$ cat config.mk
export PLATFORM = sky130hd
export DESIGN_NAME = alu_ctrl_flat
export DESIGN_NICKNAME = d
export VERILOG_FILES = /design/src/rtl/alu_ctrl_if.sv /design/src/rtl/alu_ctrl.sv /design/src/flat_wrapper.sv
export SDC_FILE = /design/constraint.sdc
export NUM_CORES = 1
export LEC_CHECK = 0
export CAP_MARGIN = 15
export CELL_PAD_IN_SITES_DETAIL_PLACEMENT = 1
export CELL_PAD_IN_SITES_GLOBAL_PLACEMENT = 2
export CORE_ASPECT_RATIO = 1.5
export CORE_MARGIN = 5
export CORE_UTILIZATION = 25
export CTS_CLUSTER_DIAMETER = 60
export DETAILED_ROUTE_END_ITERATION = 8
export PLACE_DENSITY = 0.76
export SLEW_MARGIN = 20
export SYNTH_ARGS = -nofsm -noshare
export SYNTH_HDL_FRONTEND = slang
export SYNTH_SLANG_ARGS = --single-unit
$ cat constraint.sdc
create_clock -name i_w_clk -period 2.3 [get_ports i_w_clk]
set_clock_uncertainty 0.2 [all_clocks]
set_input_delay 0.23 -clock i_w_clk [delete_from_list [all_inputs] [get_ports i_w_clk]]
set_output_delay 0.23 -clock i_w_clk [all_outputs]
set_load 0.02 [all_outputs]
$ cat src/rtl/alu_ctrl_if.sv
// Request, ALU-drive and result bundle between a requester, alu_ctrl and the attached combinational ALU.
// slave is the controller's view; master is the requester/ALU side view.
interface alu_ctrl_if #(
  parameter int p_data_width  = 16,
  parameter int p_flags_width = 5
);
  logic                     i_w_in_valid;
  logic                     o_w_in_ready;
  logic [p_data_width-1:0]  i_w_op1;
  logic [p_data_width-1:0]  i_w_op2;
  logic [3:0]               i_w_opcode;
  logic                     i_w_use_carry;
  logic                     i_w_flags_we;
  logic                     i_w_flags_load;
  logic [p_flags_width-1:0] i_w_flags_data;
  logic [p_data_width-1:0]  o_w_alu_op1;
  logic [p_data_width-1:0]  o_w_alu_op2;
  logic [3:0]               o_w_alu_opcode;
  logic                     o_w_alu_carry;
  logic                     o_w_alu_oe;
  logic [p_data_width-1:0]  i_w_alu_out;
  logic [p_flags_width-1:0] i_w_alu_flags;
  logic                     o_w_out_valid;
  logic                     i_w_out_ready;
  logic [p_data_width-1:0]  o_w_result;
  logic [p_flags_width-1:0] o_w_flags;

  modport slave (
    input  i_w_in_valid, i_w_op1, i_w_op2, i_w_opcode, i_w_use_carry, i_w_flags_we,
           i_w_flags_load, i_w_flags_data, i_w_alu_out, i_w_alu_flags, i_w_out_ready,
    output o_w_in_ready, o_w_alu_op1, o_w_alu_op2, o_w_alu_opcode, o_w_alu_carry,
           o_w_alu_oe, o_w_out_valid, o_w_result, o_w_flags
  );

  modport master (
    output i_w_in_valid, i_w_op1, i_w_op2, i_w_opcode, i_w_use_carry, i_w_flags_we,
           i_w_flags_load, i_w_flags_data, i_w_alu_out, i_w_alu_flags, i_w_out_ready,
    input  o_w_in_ready, o_w_alu_op1, o_w_alu_op2, o_w_alu_opcode, o_w_alu_carry,
           o_w_alu_oe, o_w_out_valid, o_w_result, o_w_flags
  );
endinterface

$ cat src/rtl/alu_ctrl.sv
// Sequences one op through a combinational ALU (IDLE->EXEC->DONE), holding a flags register; result valid two edges
// after the request is presented. Accepts only in IDLE, holds the result in DONE until out_ready; nothing is queued.
module alu_ctrl #(
  parameter int p_data_width  = 16,
  parameter int p_flags_width = 5
) (
  input logic       i_w_clk,
  input logic       i_w_rst_n,
  alu_ctrl_if.slave bus
);

  typedef enum logic [1:0] {
    S_IDLE = 2'd0,
    S_EXEC = 2'd1,
    S_DONE = 2'd2
  } state_t;

  state_t                   state_q, state_d;
  logic [p_data_width-1:0]  op1_q, op1_d;
  logic [p_data_width-1:0]  op2_q, op2_d;
  logic [3:0]               opcode_q, opcode_d;
  logic                     use_carry_q, use_carry_d;
  logic                     flags_we_q, flags_we_d;
  logic [p_data_width-1:0]  result_q, result_d;
  logic [p_flags_width-1:0] flags_q, flags_d;

  always_ff @(posedge i_w_clk or negedge i_w_rst_n) begin
    if (!i_w_rst_n) begin
      state_q     <= S_IDLE;
      op1_q       <= '0;
      op2_q       <= '0;
      opcode_q    <= '0;
      use_carry_q <= 1'b0;
      flags_we_q  <= 1'b0;
      result_q    <= '0;
      flags_q     <= '0;
    end else begin
      state_q     <= state_d;
      op1_q       <= op1_d;
      op2_q       <= op2_d;
      opcode_q    <= opcode_d;
      use_carry_q <= use_carry_d;
      flags_we_q  <= flags_we_d;
      result_q    <= result_d;
      flags_q     <= flags_d;
    end
  end

  always_comb begin
    state_d     = state_q;
    op1_d       = op1_q;
    op2_d       = op2_q;
    opcode_d    = opcode_q;
    use_carry_d = use_carry_q;
    flags_we_d  = flags_we_q;
    result_d    = result_q;
    flags_d     = flags_q;
    case (state_q)
      S_IDLE: begin
        // A direct load lands before EXEC, so a same-edge accepted op sees the loaded C.
        if (bus.i_w_flags_load) begin
          flags_d = bus.i_w_flags_data;
        end
        if (bus.i_w_in_valid) begin
          op1_d       = bus.i_w_op1;
          op2_d       = bus.i_w_op2;
          opcode_d    = bus.i_w_opcode;
          use_carry_d = bus.i_w_use_carry;
          flags_we_d  = bus.i_w_flags_we;
          state_d     = S_EXEC;
        end
      end
      S_EXEC: begin
        result_d = bus.i_w_alu_out;
        if (flags_we_q) begin
          flags_d = bus.i_w_alu_flags;
        end
        state_d = S_DONE;
      end
      S_DONE: begin
        if (bus.i_w_out_ready) begin
          state_d = S_IDLE;
        end
      end
      default: state_d = S_IDLE;
    endcase
  end

  assign bus.o_w_in_ready   = (state_q == S_IDLE);
  assign bus.o_w_out_valid  = (state_q == S_DONE);
  assign bus.o_w_alu_oe     = (state_q == S_EXEC);
  assign bus.o_w_alu_carry  = (state_q == S_EXEC) & use_carry_q & flags_q[0];
  assign bus.o_w_alu_op1    = op1_q;
  assign bus.o_w_alu_op2    = op2_q;
  assign bus.o_w_alu_opcode = opcode_q;
  assign bus.o_w_result     = result_q;
  assign bus.o_w_flags      = flags_q;

endmodule

$ cat src/flat_wrapper.sv
// flat-port wrapper written by rule: the top's interface ports become plain ports
module alu_ctrl_flat 
#(
  parameter int p_data_width  = 16,
  parameter int p_flags_width = 5
)
  (i_w_clk, i_w_rst_n, bus_i_w_in_valid, bus_i_w_op1, bus_i_w_op2, bus_i_w_opcode, bus_i_w_use_carry, bus_i_w_flags_we, bus_i_w_flags_load, bus_i_w_flags_data, bus_i_w_alu_out, bus_i_w_alu_flags, bus_i_w_out_ready, bus_o_w_in_ready, bus_o_w_alu_op1, bus_o_w_alu_op2, bus_o_w_alu_opcode, bus_o_w_alu_carry, bus_o_w_alu_oe, bus_o_w_out_valid, bus_o_w_result, bus_o_w_flags);
  alu_ctrl_if #(.p_data_width(p_data_width), .p_flags_width(p_flags_width)) bus_i ();
  input logic i_w_clk;
  input logic i_w_rst_n;
  input wire logic [$bits(bus_i.i_w_in_valid)-1:0] bus_i_w_in_valid;
  input wire logic [$bits(bus_i.i_w_op1)-1:0] bus_i_w_op1;
  input wire logic [$bits(bus_i.i_w_op2)-1:0] bus_i_w_op2;
  input wire logic [$bits(bus_i.i_w_opcode)-1:0] bus_i_w_opcode;
  input wire logic [$bits(bus_i.i_w_use_carry)-1:0] bus_i_w_use_carry;
  input wire logic [$bits(bus_i.i_w_flags_we)-1:0] bus_i_w_flags_we;
  input wire logic [$bits(bus_i.i_w_flags_load)-1:0] bus_i_w_flags_load;
  input wire logic [$bits(bus_i.i_w_flags_data)-1:0] bus_i_w_flags_data;
  input wire logic [$bits(bus_i.i_w_alu_out)-1:0] bus_i_w_alu_out;
  input wire logic [$bits(bus_i.i_w_alu_flags)-1:0] bus_i_w_alu_flags;
  input wire logic [$bits(bus_i.i_w_out_ready)-1:0] bus_i_w_out_ready;
  output wire logic [$bits(bus_i.o_w_in_ready)-1:0] bus_o_w_in_ready;
  output wire logic [$bits(bus_i.o_w_alu_op1)-1:0] bus_o_w_alu_op1;
  output wire logic [$bits(bus_i.o_w_alu_op2)-1:0] bus_o_w_alu_op2;
  output wire logic [$bits(bus_i.o_w_alu_opcode)-1:0] bus_o_w_alu_opcode;
  output wire logic [$bits(bus_i.o_w_alu_carry)-1:0] bus_o_w_alu_carry;
  output wire logic [$bits(bus_i.o_w_alu_oe)-1:0] bus_o_w_alu_oe;
  output wire logic [$bits(bus_i.o_w_out_valid)-1:0] bus_o_w_out_valid;
  output wire logic [$bits(bus_i.o_w_result)-1:0] bus_o_w_result;
  output wire logic [$bits(bus_i.o_w_flags)-1:0] bus_o_w_flags;
  assign bus_i.i_w_in_valid = bus_i_w_in_valid;
  assign bus_i.i_w_op1 = bus_i_w_op1;
  assign bus_i.i_w_op2 = bus_i_w_op2;
  assign bus_i.i_w_opcode = bus_i_w_opcode;
  assign bus_i.i_w_use_carry = bus_i_w_use_carry;
  assign bus_i.i_w_flags_we = bus_i_w_flags_we;
  assign bus_i.i_w_flags_load = bus_i_w_flags_load;
  assign bus_i.i_w_flags_data = bus_i_w_flags_data;
  assign bus_i.i_w_alu_out = bus_i_w_alu_out;
  assign bus_i.i_w_alu_flags = bus_i_w_alu_flags;
  assign bus_i.i_w_out_ready = bus_i_w_out_ready;
  assign bus_o_w_in_ready = bus_i.o_w_in_ready;
  assign bus_o_w_alu_op1 = bus_i.o_w_alu_op1;
  assign bus_o_w_alu_op2 = bus_i.o_w_alu_op2;
  assign bus_o_w_alu_opcode = bus_i.o_w_alu_opcode;
  assign bus_o_w_alu_carry = bus_i.o_w_alu_carry;
  assign bus_o_w_alu_oe = bus_i.o_w_alu_oe;
  assign bus_o_w_out_valid = bus_i.o_w_out_valid;
  assign bus_o_w_result = bus_i.o_w_result;
  assign bus_o_w_flags = bus_i.o_w_flags;
  alu_ctrl #(.p_data_width(p_data_width), .p_flags_width(p_flags_width)) u_core (.i_w_clk(i_w_clk), .i_w_rst_n(i_w_rst_n), .bus(bus_i));
endmodule
# After elaboration in Yosys (flattened, before gate mapping)
# Cells that the tools add are included.
# word_totals
input_bits,69
latch_bits,0
out_inout_bits,61
memories,0
regBits,61
romBits,0
elab_cells,27
ramBits,0
# classes
reduce_logical,5
n_div,0
n_mul,0
add_sub_neg,0
shift,0
n_mux,6
magnitude_cmp,0
bitwise,2
eq_ne,6
# ops
operator,count
$mux W5,2
$pmux W5 S2,1
$ne A2 B2 Y1 const B,3
$pmux W2 S3,1
$mux W2,2
$reduce_and A2 Y1,2
$reduce_and A3 Y1,1
$and A1 B1 Y1,2
$eq A2 B1 Y1 const B,1
$eq A2 B2 Y1 const B,1
$logic_not A2 Y1,1
$ne A2 B1 Y1 const B,1
$reduce_bool A2 Y1,1

# Longest topological paths before layout
# Gate-level depths: netlist of run 1.
# logic_depth
depth_word,3
depth_mapped,5
ltp_nobuf,3

# Worst setup path after synthesis of run 1
# No wires, ideal clock.
# synth_timing
path_kind,register -> register
start,register u_core.state_q[1]
end,"register u_core.op1_q[10], in the netlist u_core.bus.o_w_alu_op1[10]"
path_buffers,2
required_ns,1.975
arrival_time_ns,1.414
synth_period_minus_slack_ns,1.739
setup_ns,0.125
path_stages_with_launch,6
path_slack_ns,0.561
path_cell_list,dfrtp_1 nor2_2 and2_4 buf_6 buf_6 mux2_4
# synth_via
elab_chain_cells,2
# synth_lines
item,line_no,text
start: declaration,alu_ctrl.sv:18,"state_t state_q, state_d;"
start signal: assignment,alu_ctrl.sv:38,state_q <= state_d;
$logic_not A2 Y1,--,
named net bus_o_w_in_ready,flat_wrapper.sv:22,output wire logic [$bits(bus_i.o_w_in_ready)-1:0] bus_o_w_in_ready;
$reduce_and A2 Y1 (no line),--,
end signal: assignment,alu_ctrl.sv:39,op1_q <= op1_d;
end: declaration,alu_ctrl.sv:19,"logic [p_data_width-1:0] op1_q, op1_d;"
# The timed path passes the listed nets, and every way through them passes these cells.
# A chain may end at the register's enable or synchronous reset.

# Worst setup path in the final report of run 1
# layout_timing
start,register u_core.state_q[0]
end,output bus_o_w_alu_carry
# layout_via
elab_chain_cells,3
# layout_lines
item,line_no,text
$eq A2 B1 Y1,alu_ctrl.sv:92,assign bus.o_w_alu_carry = (state_q == S_EXEC) & use_carry_q & flags_q[0];
$and A1 B1 Y1 (2 in a row),alu_ctrl.sv:92,
end: declaration,flat_wrapper.sv:26,output wire logic [$bits(bus_i.o_w_alu_carry)-1:0] bus_o_w_alu_carry;
# No other way between the ends.

==> impl_results.md, run 1 <==
- Status: finished clean
- Clock share of power: 19.8%
- Multi-input logic area: 863 um2
- Clock root buffer: clkbuf_16
- Filler cell count in the final layout: 1003
- Post-detail-place hpwl: 5.25 mm
- Worst path bufs/invs: 1
- Seq cells post-synth: 61
- Share of post-route cells with drive strength above 1: 30.3%
- GRT Util Overall: 11.8%
- Io pins: 130
- Power share of the sequential group: 30.7%
- RSZ-0062 raised after global routing: no
- Sw frac: 33.3%
- Cts bufs inserted: 9
- Crit path max-delay family: buffers and inverters
- Antenna violations before repair: 0
- Die H: 132 um
- Yosys top cell area share: 61.8%
- Yosys warns: 0
- CP Launch Type: flop
- Vias in the first global route: 1945
- Final Setup Violations: 0
- Clock sinks: 61
- Total Power: 0.00627 W
- CP max-delay cell: clkdlybuf4s50_1
- P_leak: 1.75 nW
- Commonest non-fill, non-tap cells in the layout: clkdlybuf4s50_1 (128), dfrtp_1 (61), mux2_2 (43), mux2_4 (21), clkbuf_16 (9)
- Yosys cell types: 15
- Die Wd: 91.2 um
- Diode count: 0
- Vias: 1680
- H-tree Lvls: 3
- Die area: 0.0120 mm2
- FP Rows: 44
- Worst-Skew Late Latency: 320 ps
- P_sw: 0.00209 W
- Initial Utilization: 25.5%
- Fmax: 0.469 GHz
- Drt first pass iters: 2
- Total wire length: 6.88 mm
- Routability Congestion: 0.678
- Combinational share of power: 49.4%
- CP endpoint kind: output port
- CP Data Required Time: 1870 ps
- Leading area contributor after synthesis: dfrtp_1
- Synthesized Nets: 210
- Drc violations: 0
- Total grt overflow: 0
- Final Hold Fails: 0
- Max incr delay on CP: 600 ps
- Max-Cap Viols: 0
- Post-synthesis sequential area ratio: 61.8%
- Core Box Area: 0.00969 mm2
- Critical-path cell list: nor2b_4 -> and3_1 -> clkdlybuf4s50_1
- Hold/Removal Path Class: input pin to async pin
- Nets: 349
- Commonest non-fill, non-tap cell in the layout: clkdlybuf4s50_1
- Post CTS Setup Buffer Count: 0
- Arrival @ worst endpoint: 1700 ps
- Max Slew Vio Count: 0
- DR WL/cell: 17.2 um
- Setup TNS Final: 0 ps
- DRT antenna net count: 0
- Power Dens Cells: 1500 mW/mm2
- Post-synthesis cell count: 141
- Vias per cell: 4.21
- Worst-path maximum fanout: 5
- Final core occ: 43.1%
- Largest net degree at the start of global routing: 38
- Clock buffer depth: 2
- Clock Pin Slew Worst Setup and Hold Paths: 50 ps
- Crit Path Class: flop to output port
- Buffers on Ports: 129
- Post-synthesis cell area: 0.00247 mm2
- Slew margin rel.: 57.9%
- Fin crit share: 92.8%
- Global-route wire length before repair: 11.0 mm
- Maximum vdd drop: 664 uV
- Top cells by area, synth: dfrtp_1 (62%), mux2_2 (20%), mux2_4 (13%)
- Register area: 0.00153 mm2
- Syn_area_per_cell: 17.5 um2
- CTS tree: built
- P&R area growth vs syn: 69.0%
- Final Critical Period: 2130 ps
- Drt initial violations: 16
- Internal power: 0.00418 W
- Worst-margin pin slew: 631 ps
[final timing paths]
check / slack (ps) / depth (start not counted) / startpoint / endpoint
hold reg to reg: 300 / 1 / u_core.bus.o_w_flags[1]$_DFFE_PN0P_ / u_core.bus.o_w_flags[1]$_DFFE_PN0P_
hold / removal: 260 / 2 / i_w_rst_n / u_core.bus.o_w_alu_op1[5]$_DFFE_PN0P_
setup / recovery: 170 / 3 / u_core.state_q[0]$_DFFE_PN0P_ / bus_o_w_alu_carry
min in group i_w_clk: 300 / 3 / bus_i_w_out_ready / u_core.state_q[1]$_DFFE_PN0P_
max in group asynchronous: 1010 / 3 / i_w_rst_n / u_core.bus.o_w_result[5]$_DFFE_PN0P_
setup reg to reg: 450 / 4 / u_core.state_q[1]$_DFFE_PN0P_ / u_core.bus.o_w_alu_op1[12]$_DFFE_PN0P_
[repair_timing]
item | 4_1_cts | 5_1_grt
endpoints found under the setup margin | 0 | 1
resized for setup | 0 | 1
endpoints found under the hold margin | 24 | 0
hold buffers | 1 | 0
[state kept, by name (all words and copies together), names as in the netlist]
name,flops
u_core.bus.o_w_alu_op1,16
u_core.bus.o_w_alu_op2,16
u_core.bus.o_w_alu_opcode,4
u_core.bus.o_w_flags,5
u_core.bus.o_w_result,16
u_core.flags_we_q,1
u_core.state_q,2
u_core.use_carry_q,1
[Yosys cell counts]
cell type and number:
a21o_1 1, and2_4 1, and2b_1 1, and3_1 1
buf_12 2, buf_2 2, buf_6 3, dfrtp_1 61
inv_1 1, mux2_2 43, mux2_4 21, mux2i_1 1
nor2_1 1, nor2_2 1, nor2b_1 1
[kinds of logic after synthesis]
kind of cell / share of synthesized area, %
mux: 32.8
compound gates: 0.304
buf+inv: 3.55
simple gates: 1.57
flops: 61.8
[routing by layer]
layer / GRT usage (%) / routed length, um
met1: 11.3 / 2320
met2: 21.2 / 3850
met3: 5.03 / 589
met4: 5.63 / 120
met5: 0 / 0
[power groups by stage]
stage	combinational, W	sequential, W	clock (W)
finish	0.00310	0.00193	0.00124
global route	0.00326	0.00200	0.00134
CTS	0.00317	0.00194	0.00129
detailed placement	0.00315	0.00194	0
global placement	0.00311	0.00192	0
floorplan	0.00108	0.00255	0
[through the flow]
stage | std cells | setup slack, ps | area [um2] | hold WS, ps
floorplan | 141 | 561 | 2470 | -266
global placement | 383 | 406 | 3880 | 79.9
detailed placement | 383 | 382 | 3880 | 86.7
CTS | 399 | 86.3 | 4170 | 283
global route | 399 | 48.7 | 4180 | 312
finish | 399 | 167 | 4180 | 261
[cell type report]
cell class | count | area share, %
multi-input cells | 72 | 20.7
clock inverters | 1 | 0.120
well taps | 115 | 3.45
flip-flops and latches | 61 | 36.6
clock buffers | 14 | 6.56
repair buffers | 135 | 32.5
inverters | 1 | 0.0899
Power figures use the tool's default switching activity.
==> run 2, diff against run 1 <==
Settings changed: PLACE_DENSITY 0.76 to not set, PLACE_DENSITY_LB_ADDON set to 0.25, SLEW_MARGIN 20 to not set.
==> impl_results.md, run 2 (synthesis results as in run 1) <==
- Diode count: 0
- Post-cts resize count: 0
- Commonest non-fill, non-tap cell in the layout: clkdlybuf4s50_1
- DR WL/cell: 16.9 um
- H-tree Lvls: 3
- Max Slew Vio Count: 0
- Design area: 0.00415 mm2
- Hold/Removal Path Class: input pin to async pin
- Setup crit start: u_core.state_q[0]$_DFFE_PN0P_
- Final Setup Violations: 0
- Status: finished clean
- R2r worst-path depth: 4
- Max incr delay on CP: 610 ps
- Post CTS Setup Buffer Count: 0
- Vias: 1664
- Worst r2r dst: u_core.bus.o_w_alu_op1[11]$_DFFE_PN0P_
- Setup TNS Final: 0 ps
- Fin crit share: 94.5%
- Clock Pin Slew Worst Setup and Hold Paths: 50 ps
- Die Wd: 91.2 um
- Fmax: 0.460 GHz
- GRT Util Overall: 11.5%
- Drc violations: 0
- Setup ws final: 126 ps
- Crit Path Class: flop to output port
- Slew margin rel.: 68.1%
- Max-Cap Viols: 0
- Final core occ: 42.9%
- Power Dens Cells: 1490 mW/mm2
- Global-route wire length before repair: 10.7 mm
- Cell Area, Placed: 0.00388 mm2
- RR Startpoint: u_core.state_q[1]$_DFFE_PN0P_
- Die H: 132 um
- Final Hold Fails: 0
- DRT antenna net count: 0
- FP Rows: 44
- CP max-delay cell: clkdlybuf4s50_1
- Vias per cell: 4.17
- CP Data Required Time: 1870 ps
- Buffers on Ports: 129
- Maximum vdd drop: 633 uV
- Antenna violations before repair: 0
- Post-detail-place hpwl: 5.25 mm
- Arrival @ worst endpoint: 1740 ps
- Worst-path maximum fanout: 4
- Vias in the first global route: 1924
- Core Box Area: 0.00969 mm2
- Initial Utilization: 25.5%
- Drt first pass iters: 3
- Cts bufs inserted: 9
- Clock buffer depth: 2
- RSZ-0062 raised after global routing: no
- Share of post-route cells with drive strength above 1: 30.6%
- Final Critical Period: 2170 ps
- Total grt overflow: 0
- Commonest non-fill, non-tap cells in the layout: clkdlybuf4s50_1 (128), dfrtp_1 (61), mux2_2 (43), mux2_4 (21), clkbuf_16 (9)
- CP Launch Type: flop
- Clock root buffer: clkbuf_16
- Nets: 350
- Die area: 0.0120 mm2
- P&R area growth vs syn: 68.1%
- P_leak: 1.75 nW
- Worst-Skew Late Latency: 320 ps
- Io pins: 130
- Total wire length: 6.76 mm
- Worst-margin pin slew: 477 ps
- Routability Congestion: 0.717
- Pre-CTS WS: 379 ps
- Clock sinks: 61
- CTS tree: built
- CP endpoint kind: output port
- Critical-path cell list: nor2b_2 -> and3_1 -> clkdlybuf4s50_1
- Critical Path Sink: bus_o_w_alu_carry
- Largest net degree at the start of global routing: 26
- FF-to-FF setup slack: 480 ps
- Drt initial violations: 15
[run 2: cell count changes in the layout (fill, tap and decap cells not counted)]
cell	change
clkbuf_1	-1
clkbuf_8	-1
nor2b_4	-1
buf_4	+2
clkinv_2	+1
buf_12	-1
nor2b_2	+1
[run 2: report_power, final]
part           switching [W]  internal, W  leakage (nW)
registers           0.000295      0.00163         0.714
logic                0.00135      0.00174         0.900
clock network       0.000419     0.000769         0.134
total                0.00207      0.00414          1.75
[run 2: metal layers]
metal | global-route usage, % | wire length (um)
met5 | 0 | 0
met4 | 5.71 | 134
met3 | 5.14 | 572
met2 | 19.1 | 3540
met1 | 12.3 | 2510
[run 2: worst max-delay path, delay by kind of cell, from the launching register on]
kind,cells,cell delay (ps)
buf+inv,1,610
simple gates,2,420
flops,1,400
[run 2: what timing repair did]
| action | 4_1_cts | 5_1_grt |
|---|---|---|
| hold buffers | 1 | 0 |
| endpoints found under the hold margin | 17 | 0 |
| setup endpoints to repair | 0 | 0 |
[run 2: layout make-up]
type                    count  area (um2)
fillers                   995        5540
flip-flops and latches     61        1530
repair buffers            136        1350
multi-input cells          72         858
clock buffers              12         256
well taps                 115         144
clock inverters             2        10.0
inverters                   1        3.75
[run 2: worst min-delay path by stage]
stage / startpoint / slack, ps / end / cells after the start
final: i_w_rst_n / 200 / u_core.bus.o_w_result[15]$_DFFE_PN0P_ / 2
after detailed placement: i_w_rst_n / 20 / u_core.bus.o_w_alu_op2[10]$_DFFE_PN0P_ / 1
after floorplan: i_w_rst_n / -270 / u_core.bus.o_w_alu_op1[0]$_DFFE_PN0P_ / 0
after global routing: i_w_rst_n / 240 / u_core.bus.o_w_result[15]$_DFFE_PN0P_ / 2
after global placement: i_w_rst_n / 6 / u_core.bus.o_w_result[11]$_DFFE_PN0P_ / 1
after CTS: i_w_rst_n / 210 / u_core.bus.o_w_result[11]$_DFFE_PN0P_ / 2
[run 2: through the flow]
| stage | hold slack, ps | std cells | total power (W) |
|---|---|---|---|
| floorplan | -266 | 141 | 0.00363 |
| global placement | 6.41 | 384 | 0.00505 |
| detailed placement | 18.3 | 384 | 0.00509 |
| CTS | 208 | 399 | 0.00634 |
| global route | 241 | 399 | 0.00656 |
| finish | 196 | 399 | 0.00620 |
==> run 3, diff against run 2 <==
Settings changed: ABC_CLOCK_PERIOD_IN_PS set to 2300.
==> results of run 3 <==
Final layout, timing and power as in run 2 (identical DEF).
